--- config.mk ---
export PLATFORM = sky130hd
export DESIGN_NAME = timer_prog_seq
export DESIGN_NICKNAME = d
export VERILOG_FILES = /design/src/rtl/timer_prog_seq.sv
export SDC_FILE = /design/constraint.sdc
export NUM_CORES = 1
export LEC_CHECK = 0
export BUFFER_PORTS_ARGS = -buffer_cell sky130_fd_sc_hd__clkbuf_2
export CORE_MARGIN = 2
export CORE_UTILIZATION = 54
export DETAILED_ROUTE_END_ITERATION = 12
export PLACE_DENSITY_LB_ADDON = 0.1
export SETUP_SLACK_MARGIN = 0.15
export SYNTH_ARGS = -nofsm -noshare
export SYNTH_HDL_FRONTEND = slang
export SYNTH_SLANG_ARGS = --single-unit
export TNS_END_PERCENT = 100
--- constraint.sdc ---
create_clock -name CLK -period 4.66 [get_ports CLK]
set_input_delay 0.466 -clock CLK [delete_from_list [all_inputs] [get_ports CLK]]
set_output_delay 0.466 -clock CLK [all_outputs]
set_load 0.05 [all_outputs]
--- src/rtl/timer_prog_seq.sv ---
// Timer programming sequencer: queues timer configuration commands and replays each
// as a disable / preset / enable write burst on the shared bridge port, yielding to the CPU.
module timer_prog_seq #(
   parameter int          DEPTH   = 4,
   parameter logic [31:0] T0_BASE = 32'h0000_7F00,
   parameter logic [31:0] T1_BASE = 32'h0000_7F10
) (
   input  logic        CLK,
   input  logic        RST,
   input  logic        cmd_valid,
   output logic        cmd_ready,
   input  logic        cmd_timer,
   input  logic [31:0] cmd_preset,
   input  logic [1:0]  cmd_mode,
   input  logic        cmd_im,
   input  logic        cpu_req,
   input  logic [31:0] cpu_addr,
   input  logic [31:0] cpu_wd,
   input  logic        cpu_we,
   output logic        cpu_stall,
   output logic [31:0] br_addr,
   output logic [31:0] br_wd,
   output logic        br_we,
   output logic        busy,
   output logic        done,
   output logic        done_timer
);

   localparam int PTR_W = $clog2(DEPTH);
   localparam logic [PTR_W:0] FULL_CNT = (PTR_W + 1)'(DEPTH);

   typedef struct packed {
      logic        timer;
      logic [31:0] preset;
      logic [1:0]  mode;
      logic        im;
   } cmd_t;

   typedef enum logic [1:0] {
      S_IDLE,
      S_DIS,
      S_PRE,
      S_ENA
   } state_t;

   cmd_t             fifo_mem [DEPTH];
   logic [PTR_W-1:0] wr_ptr;
   logic [PTR_W-1:0] rd_ptr;
   logic [PTR_W:0]   count;
   logic             full;
   logic             empty;
   logic             push;
   logic             pop;
   cmd_t             cmd_in;
   cmd_t             work;
   state_t           state;
   state_t           next_state;
   logic [31:0]      base;
   logic [31:0]      ctrl_ena;
   logic             seq_fire;

   assign cmd_in    = '{timer: cmd_timer, preset: cmd_preset, mode: cmd_mode, im: cmd_im};
   assign full      = (count == FULL_CNT);
   assign empty     = (count == '0);
   assign cmd_ready = !full;
   assign push      = cmd_valid && !full;
   // The CPU owns the port outright, so even the IDLE pop waits until it lets go.
   assign pop       = (state == S_IDLE) && !empty && !cpu_req;
   assign busy      = !empty || (state != S_IDLE);
   assign cpu_stall = 1'b0;

   assign base     = work.timer ? T1_BASE : T0_BASE;
   assign ctrl_ena = {28'b0, work.im, work.mode, 1'b1};
   assign seq_fire = !cpu_req && (state == S_ENA);

   always_ff @(posedge CLK) begin
      if (push) begin
         fifo_mem[wr_ptr] <= cmd_in;
      end
   end

   always_ff @(posedge CLK) begin
      if (RST) begin
         wr_ptr <= '0;
         rd_ptr <= '0;
         count  <= '0;
      end else begin
         if (push) begin
            wr_ptr <= wr_ptr + 1'b1;
         end
         if (pop) begin
            rd_ptr <= rd_ptr + 1'b1;
         end
         unique case ({push, pop})
            2'b10:   count <= count + 1'b1;
            2'b01:   count <= count - 1'b1;
            default: count <= count;
         endcase
      end
   end

   always_ff @(posedge CLK) begin
      if (RST) begin
         state <= S_IDLE;
         work  <= '0;
      end else begin
         state <= next_state;
         if (pop) begin
            work <= fifo_mem[rd_ptr];
         end
      end
   end

   // done lands the cycle after the enable write, when the FSM is back in IDLE.
   always_ff @(posedge CLK) begin
      if (RST) begin
         done       <= 1'b0;
         done_timer <= 1'b0;
      end else begin
         done <= seq_fire;
         if (seq_fire) begin
            done_timer <= work.timer;
         end
      end
   end

   always_comb begin
      next_state = state;
      unique case (state)
         S_IDLE: if (pop)      next_state = S_DIS;
         S_DIS:  if (!cpu_req) next_state = S_PRE;
         S_PRE:  if (!cpu_req) next_state = S_ENA;
         S_ENA:  if (!cpu_req) next_state = S_IDLE;
         default:              next_state = S_IDLE;
      endcase
   end

   always_comb begin
      br_addr = cpu_addr;
      br_wd   = cpu_wd;
      br_we   = 1'b0;
      if (cpu_req) begin
         br_we = cpu_we;
      end else begin
         unique case (state)
            S_DIS: begin
               br_addr = base;
               br_wd   = 32'h0;
               br_we   = 1'b1;
            end
            S_PRE: begin
               br_addr = base + 32'd4;
               br_wd   = work.preset;
               br_we   = 1'b1;
            end
            S_ENA: begin
               br_addr = base;
               br_wd   = ctrl_ena;
               br_we   = 1'b1;
            end
            default: begin
               br_we = 1'b0;
            end
         endcase
      end
   end

endmodule

==> impl_metrics.yaml, run 1 <==
run_status:
  status: "completed"
sta:
  hold_viol: 0
  fmax_ghz: 0.334
  rsz0062_at_grt: "false"
  setup_viol_count_final: 0
  finalSetupTns_ns: 0
  fin_skew_ns: 0.00675
  post-route-period-util: 0.643
  tightestPinTransition_ns: 1.16
  timing.final.ws_setup_ns: 1.66
  finalCriticalPeriod_ns: 3.00
  slew_violations: 0
  slew_headroom: 0.227
placed_design:
  post-place-ws_ns: 1.96
  port-buffer-count: 173
  place_congestion: 0.740
  dpl.hpwl_mm: 9.15
  postPlaceCellArea_mm2: 0.00867
power:
  power.total_uw: 5400
  power.leakage_uw: 0.00364
  pwr_density_cell_mw_per_mm2: 580
  ir_worst_vdd_v: 0.000396
floorplan:
  core-area_mm2: 0.0139
  die_y_um: 123
  die_x_um: 123
  num_rows: 43
  ioPinCount: 175
  fp.dieArea_mm2: 0.0152
  start_util: 0.553
final_layout:
  fillers: 1014
  area_delta_synth_final_pct: 20.8
  insertedDiodeCount: 0
  fin_area_mm2: 0.00932
  final_util: 0.668
  nets: 777
  multi_input_area_mm2: 0.00225
  regArea_mm2: 0.00527
  drive_gt1_frac: 0.377
critical_path:
  crit_type: "flop to output port"
  critical_path.max_fanout: 66
  crit_arrival_ns: 2.53
  path_buf_inv: 2
  worstSetupStartpointType: "flop"
  cp_top_family: "simple AND/OR/NAND/NOR gates"
  cp-end-kind: "output port"
  cp.depth: 6
  cp_slowest_stage_delay_ns: 0.68
  required_ns: 4.19
  path_cells: "inv_1 > ha_1 > or2_2 > a221oi_1 > nor2_1 > clkbuf_2"
  r2r_cells: 8
  critPathSlowestCell: "or2_2"
routing:
  vias: 4675
  wirelength_mm: 15.3
  dr.first_iter.drc_count: 218
  via_per_inst: 5.47
  dr.pass1.iters: 4
  post_drt_wl_per_cell_um: 17.9
  postRouteAntennaNets: 0
  drc: 0
clock_tree:
  clk_pin_slew_ns: 0.07
  worstSkewPairLatency_ns: 0.42
  cts_setup_buffers: 0
  cts_tree: "built"
  cts_buffer_depth: 2
  numCtsBuffers: 17
  root_buffer: "clkbuf_16"
  ctsHoldBuffers: 0
  cts-resized-gates: 0
  cts.sinks: 191
  cts_max_level: 4
grt:
  top_usage_layer: "met2"
  grt.met1_usage: 0.261
  grt_overflow: 0
  grt_pass1_wl_mm: 23.2
  met2_usage: 0.357
  grt_max_degree: 67
  grt_usage: 0.210
  antenna_found_initial: 0
  gr-usage-met3: 0.0507
  grt_pass1_vias: 4519
synth:
  ys_top_cells_by_area: "edfxtp_1 56%, dfxtp_1 12%, mux4_2 9.9%, a22o_1 4.1%, nand2_1 3.2%"
  avgSynthCellArea_um2: 15.4
  yosysSeqAreaShare: 0.683
  yosysTopAreaCell: "edfxtp_1"
  synth.most_common_cell: "edfxtp_1"
  synth-main-ff-cell: "edfxtp_1"
  ys.warnings.count: 0
  synth_cell_types: 44
  yosys_register_bits: 191
  synthDominantCellAreaShare: 0.561
  postSynth.asyncResetShare: 0
  syn_area_mm2: 0.00771
  synth_commonest_cells: "144 x edfxtp_1, 65 x nand2_1, 47 x dfxtp_1"
  synth_edf_count: 144
  synth_cells: 499
  synth_nets: 615
min_path:
  hold_class: "input pin to flop"
  hold_depth: 1
flow_run:
  cap_viol_max_count: 0
[final cells by class]
class,count,area share
flip-flops and latches,191,0.565
multi-input cells,265,0.242
repair buffers,177,0.0962
clock buffers,18,0.0461
well taps,180,0.0242
clock inverters,14,0.0230
inverters,9,0.00363
[final timing paths]
kind	endpoint	startpoint	slack, ns
setup reg to reg	count[2]	count[2]	2.28
setup / recovery	br_wd[2]	state[0]	1.66
hold / removal	fifo_mem[0][29]	cmd_preset[26]	0.25
hold reg to reg	work[13]	work[13]	0.48
[cell usage in the layout, fill, tap and decap left out, types with 3 or more instances in the layout]
cell,instances
a21oi_1,7
a221oi_1,3
a22o_1,36
and2_1,23
and3_2,4
buf_4,4
bufinv_16,5
clkbuf_16,17
clkbuf_2,173
clkinv_4,3
dfxtp_1,45
edfxtp_1,144
ha_1,10
inv_1,8
mux2i_1,3
mux4_2,34
nand2_1,65
nand2b_1,10
nand3_1,31
nor2_1,11
o21ai_0,3
[sequential cells by signal (all words and copies together), names as in the netlist]
register	cells
done_timer	1
done	1
count	3
fifo_mem	144
state	2
wr_ptr	2
work	33
rd_ptr	2
ctrl_ena	3
[cells by family after synthesis]
logic type	Yosys count	synth area share
AOI/OAI and AO/OA	58	0.0618
buffers and inverters	43	0.0269
adders and majority gates	11	0.0188
muxes	39	0.110
other	1	0.000486
and+or+nand+nor	154	0.0966
DFF	191	0.683
xor gates and xnor gates	2	0.00227
[layer usage]
layer  vias to the layer above  wire length (um)
met1                      2265              6310
met3                        16              1070
li1                       2216                 -
met4                         0               204
met5                         -                 0
met2                       178              7730
[metrics by stage]
stage / hold slack (ns) / cells
after global routing: 0.241 / 854
after CTS: 0.241 / 854
after floorplan: 0.443 / 499
final: 0.252 / 854
after detailed placement: 0.464 / 822
after global placement: 0.463 / 822
[worst reg2reg max path, cell delays in order (launching register included)]
cell and delay (ns):
dfxtp_1 0.41, or3b_1 0.52, nand2_1 0.12, ha_1 0.18, inv_1 0.06, fa_1 0.37, xor2_1 0.17, or3_1 0.32
a21oi_1 0.16
[power breakdown]
group | internal [uW] | switching [uW] | total [uW] | leakage (uW)
Combinational | 538 | 1100 | 1640 | 0.00163
Clock | 952 | 600 | 1550 | 0.000308
Sequential | 2050 | 163 | 2210 | 0.00171
Total | 3540 | 1870 | 5400 | 0.00364
(Power assumes the default switching activity.)
==> run 2, diff against run 1 <==
- CORE_UTILIZATION: 54 -> 49
- clock period: 4.66 -> 2.4 ns (I/O delays scaled with it)
==> run 2 against run 1 <==
Effect of this change: combinational power increased by 120%; die area increased by 9.9%; global-route usage decreased by 0.75 points; wire length increased by 7.1%; utilization decreased by 3.7 points; count of clock-buffer cells in the layout increased by 2; sequential share of layout area decreased by 2.1 points; clock power increased by 85%; sequential cell count unchanged; cell count increased by 4.9%; power increased by 99%; critical path type unchanged; highest routed layer unchanged.
==> impl_metrics.yaml, run 2 (synthesis gave the netlist of run 1 again) <==
floorplan:
  num_rows: 45
  die_x_um: 129
  ioPinCount: 175
  die_y_um: 129
  start_util: 0.503
  fp.dieArea_mm2: 0.0168
  core-area_mm2: 0.0153
clock_tree:
  numCtsBuffers: 17
  cts_buffer_depth: 2
  root_buffer: "clkbuf_16"
  clk_pin_slew_ns: 0.07
  cts_max_level: 4
  cts_tree: "built"
  cts.sinks: 191
  worstSkewPairLatency_ns: 0.43
sta:
  slew_headroom: 0.308
  timing.final.ws_setup_ns: 0.183
  post-route-period-util: 0.924
  finalSetupTns_ns: 0
  fmax_ghz: 0.451
  slew_violations: 0
  setup_viol_count_final: 0
  fin_skew_ns: 0.0175
  finalCriticalPeriod_ns: 2.22
  rsz0062_at_grt: "true"
  tightestPinTransition_ns: 1.04
  hold_viol: 0
routing:
  dr.first_iter.drc_count: 391
  drc: 0
  post_drt_wl_per_cell_um: 18.3
  met2_length_mm: 8.29
  vias: 4792
  wl_met3_um: 923
  wl_met1_mm: 7.06
  via_per_inst: 5.35
  routed.top_layer: "met4"
  wirelength_mm: 16.4
  dr.pass1.iters: 4
  postRouteAntennaNets: 0
grt:
  grt_max_degree: 37
  grt_pass1_wl_mm: 25.2
  grt_overflow: 0
  grt_pass1_vias: 4796
  grt_usage: 0.203
  antenna_found_initial: 0
critical_path:
  path_cells: "inv_2 > ha_2 > or2_4 > buf_6 > and2_1 > clkbuf_4"
  path_buf_inv: 3
  r2r_start: "count[0]"
  required_ns: 2.16
  critPathSlowestCell: "dfxtp_2"
  crit_start: "state[1]"
  crit_type: "flop to output port"
  cp-end-kind: "output port"
  worstSetupStartpointType: "flop"
  cp_slowest_stage_delay_ns: 0.39
  cp_top_family: "simple AND/OR/NAND/NOR gates"
  critical_path.max_fanout: 23
  crit_arrival_ns: 1.98
power:
  ir_worst_vdd_v: 0.000620
  power.leakage_uw: 0.00374
  pwr_density_cell_mw_per_mm2: 1110
flow_run:
  cap_viol_max_count: 0
final_layout:
  drive_gt1_frac: 0.404
  largest_reg_flops: 144
  final_cell_mix: "144 x edfxtp_1, 112 x clkbuf_2, 65 x nand2_1"
  nets: 788
  regArea_mm2: 0.00527
  multi_input_area_mm2: 0.00231
  largestRegisters: "fifo_mem x144, work x33"
  insertedDiodeCount: 0
  top_register: "fifo_mem"
  final_common_cell: "edfxtp_1"
  fillers: 1172
  area_delta_synth_final_pct: 25.5
min_path:
  hold_start: "cmd_preset[28]"
  hold_class: "input pin to flop"
run_status:
  status: "completed"
placed_design:
  place_congestion: 0.800
  dpl.hpwl_mm: 10.2
  post-place-ws_ns: 0.140
  port-buffer-count: 173
## run 2: per-stage QoR
step	power [uW]	util	instance area [um2]	std cells	hold slack, ns
6_report	10800	0.632	9670	896	0.0269
5_1_grt	11300	0.632	9670	896	0.0134
4_1_cts	10700	0.625	9580	896	0.0157
3_5_place_dp	7770	0.579	8860	862	0.464
3_3_place_gp	7700	0.579	8860	862	0.455
2_1_floorplan	6830	-	7720	499	0.339
## run 2: layer usage
metal | GRT usage | vias to the layer above
met5 | 0 | -
met4 | 0.0481 | 0
met3 | 0.0537 | 14
met2 | 0.348 | 155
met1 | 0.261 | 2389
li1 | - | 2234
## run 2: what timing repair did
item                                    CTS  global route
buffers inserted                          2             0
endpoints found under the setup margin   66            65
hold buffers                              0             0
resized for setup                        36            69
pin swaps                                 1             1
## run 2: layout make-up
cell class / instances / area share
Clock buffer: 20 / 0.0473
Sequential cell: 191 / 0.545
Timing Repair Buffer: 188 / 0.123
Inverter: 9 / 0.00375
Tap cell: 211 / 0.0273
Multi-Input combinational cell: 265 / 0.238
Clock inverter: 12 / 0.0153
## run 2: path summary, 6_finish.rpt
kind	to	cells after the start	slack, ns
setup / recovery	br_addr[27]	6	0.18
hold / removal	fifo_mem[3][31]	1	0.03
setup reg to reg	count[2]	8	0.23
hold reg to reg	work[14]	1	0.48
## run 2: report_power, final
| group | total, uW | internal [uW] | switching, uW | leakage, uW |
|---|---|---|---|---|
| clock network | 2860 | 1630 | 1240 | 0.000289 |
| logic | 3680 | 1350 | 2330 | 0.00174 |
| registers | 4220 | 3980 | 246 | 0.00171 |
==> run 3, diff against run 2 <==
==> constraint.sdc (replaced) <==
create_clock -name CLK -period 2.4 [get_ports CLK]
set_input_delay 0.36 -clock CLK [delete_from_list [all_inputs] [get_ports CLK]]
set_output_delay 0.36 -clock CLK [all_outputs]
set_load 0.05 [all_outputs]
==> run 3 against run 2 <==
Effect of this change: critical path depth stayed put; die area did not move; setup slack lost 0.013 ns; utilization grew 3.1 points; wire length rose by 8.9%; global-route usage up 0.78 points; combinational power up 18%; non-clock buffer count up 12; clock power decreased by 8.0%; final area is 5.0% higher; sequential cell count unchanged; hold slack improved by 0.12 ns; highest routed layer unchanged.
==> impl_metrics.yaml, run 3 (synthesis gave the netlist of run 1 again) <==
placed_design:
  place_congestion: 0.759
  post-place-ws_ns: 0.145
  dpl.cell_count: 862
  dpl.hpwl_mm: 10.4
  postPlaceCellArea_mm2: 0.00892
  port-buffer-count: 173
critical_path:
  worstSetupStartpointType: "flop"
  critical_path.max_fanout: 7
  crit_type: "flop to output port"
  path_cells: "inv_4 > ha_4 > or2_4 > a221oi_1 > nor2_1 > buf_12"
  crit_arrival_ns: 1.87
  r2r_cells: 8
  cp-end-kind: "output port"
  timing.rr.end: "count[2]"
  rrSetupSlack_ns: 0.24
  cp_top_family: "simple AND/OR/NAND/NOR gates"
  required_ns: 2.04
  path_buf_inv: 2
  r2r_start: "count[1]"
  cp_slowest_stage_delay_ns: 0.36
  critPathSlowestCell: "dfxtp_2"
sta:
  rsz0062_at_grt: "true"
  finalCriticalPeriod_ns: 2.23
  hold_viol: 0
  fmax_ghz: 0.448
  slew_headroom: 0.295
  timing.final.ws_setup_ns: 0.170
  setup_viol_count_final: 0
  fin_skew_ns: 0.00972
  slew_violations: 0
  post-route-period-util: 0.929
  finalSetupTns_ns: 0
  tightestPinTransition_ns: 1.06
routing:
  wl_met1_mm: 7.41
  wl_met3_mm: 1.21
  post_drt_wl_per_cell_um: 19.7
  met2_length_mm: 9.08
  postRouteAntennaNets: 0
  via_per_inst: 5.38
  drc: 0
  vias: 4893
  wirelength_mm: 17.9
  dr.pass1.iters: 4
  dr.first_iter.drc_count: 325
  routed.top_layer: "met4"
floorplan:
  ioPinCount: 175
  die_y_um: 129
  core-area_mm2: 0.0153
  die_x_um: 129
  num_rows: 45
  start_util: 0.503
  fp.dieArea_mm2: 0.0168
grt:
  grt_pass1_wl_mm: 26.0
  grt_max_degree: 37
  grt_overflow: 0
  grt_usage: 0.211
  grt_pass1_vias: 4972
  antenna_found_initial: 0
final_layout:
  final_cell_mix: "144 x edfxtp_1, 110 x clkbuf_2, 64 x nand2_1"
  top_register: "fifo_mem"
  fin_cells: 909
  largest_reg_flops: 144
  drive_gt1_frac: 0.423
  area_delta_synth_final_pct: 31.7
  insertedDiodeCount: 0
  largestRegisters: "fifo_mem x144, work x33"
  fin_area_mm2: 0.0102
  nets: 801
  final_common_cell: "edfxtp_1"
min_path:
  hold_start: "cmd_preset[21]"
  hold-path-endpoint: "fifo_mem[1][24]"
  hold_depth: 1
  hold_class: "input pin to flop"
clock_tree:
  cts_tree: "built"
  cts.sinks: 191
  numCtsBuffers: 17
  cts_max_level: 4
  root_buffer: "clkbuf_16"
  cts_buffer_depth: 2
  clk_pin_slew_ns: 0.07
  worstSkewPairLatency_ns: 0.43
  ctsHoldBuffers: 0
run_status:
  status: "completed"
power:
  pwr_density_cell_mw_per_mm2: 1110
  power.leakage_uw: 0.00393
  power.total_uw: 11200
  ir_worst_vdd_v: 0.000565
flow_run:
  cap_viol_max_count: 0
run 3: cell count changes in the layout (fill, tap and decap cells not counted), sizes merged:
cell and change:
buf +26, bufinv -2, clkbuf -16, clkinv +3, inv +1, or2 +1
run 3: power by group:
group	leakage [uW]	total [uW]	internal, uW	switching (uW)
Sequential	0.00171	4240	3980	258
Combinational	0.00196	4350	1840	2510
Clock	0.000264	2630	1360	1270
run 3: cell type report:
type | instances | area, um2
clock buffers | 18 | 429
clock inverters | 14 | 125
fillers | 1114 | 5160
inverters | 9 | 38.8
multi-input cells | 266 | 2340
flip-flops and latches | 191 | 5280
well taps | 211 | 264
repair buffers | 200 | 1680
run 3: how the worst max path moves through the flow:
| stage | from | endpoint | slack, ns | cells after the start |
|---|---|---|---|---|
| after floorplan | state[0] | br_wd[3] | 0.16 | 6 |
| after global placement | state[0] | br_addr[26] | 0.22 | 6 |
| after detailed placement | state[0] | count[2] | 0.14 | 10 |
| after CTS | state[1] | br_wd[12] | 0.17 | 7 |
| after global routing | state[0] | br_wd[10] | 0.12 | 8 |
| final | state[0] | br_wd[1] | 0.17 | 6 |
run 3: repair_timing:
| action | 4_1_cts | 5_1_grt |
|---|---|---|
| pin swaps | 2 | 4 |
| endpoints found under the setup margin | 67 | 44 |
| resized for setup | 93 | 69 |
| buffers inserted | 4 | 4 |
| cloned | 3 | 4 |
run 3: routing by layer:
| metal | vias to the layer above | global-route usage |
|---|---|---|
| met2 | 184 | 0.363 |
| met3 | 16 | 0.0471 |
| met4 | 0 | 0.0601 |
| met1 | 2427 | 0.271 |
| met5 | - | 0 |
| li1 | 2266 | - |
run 3: per-stage QoR:
| stage | util | hold WS, ns |
|---|---|---|
| after floorplan | - | 0.443 |
| after global placement | 0.583 | 0.460 |
| after detailed placement | 0.583 | 0.466 |
| after CTS | 0.646 | 0.133 |
| after global routing | 0.663 | 0.135 |
| final | 0.663 | 0.142 |
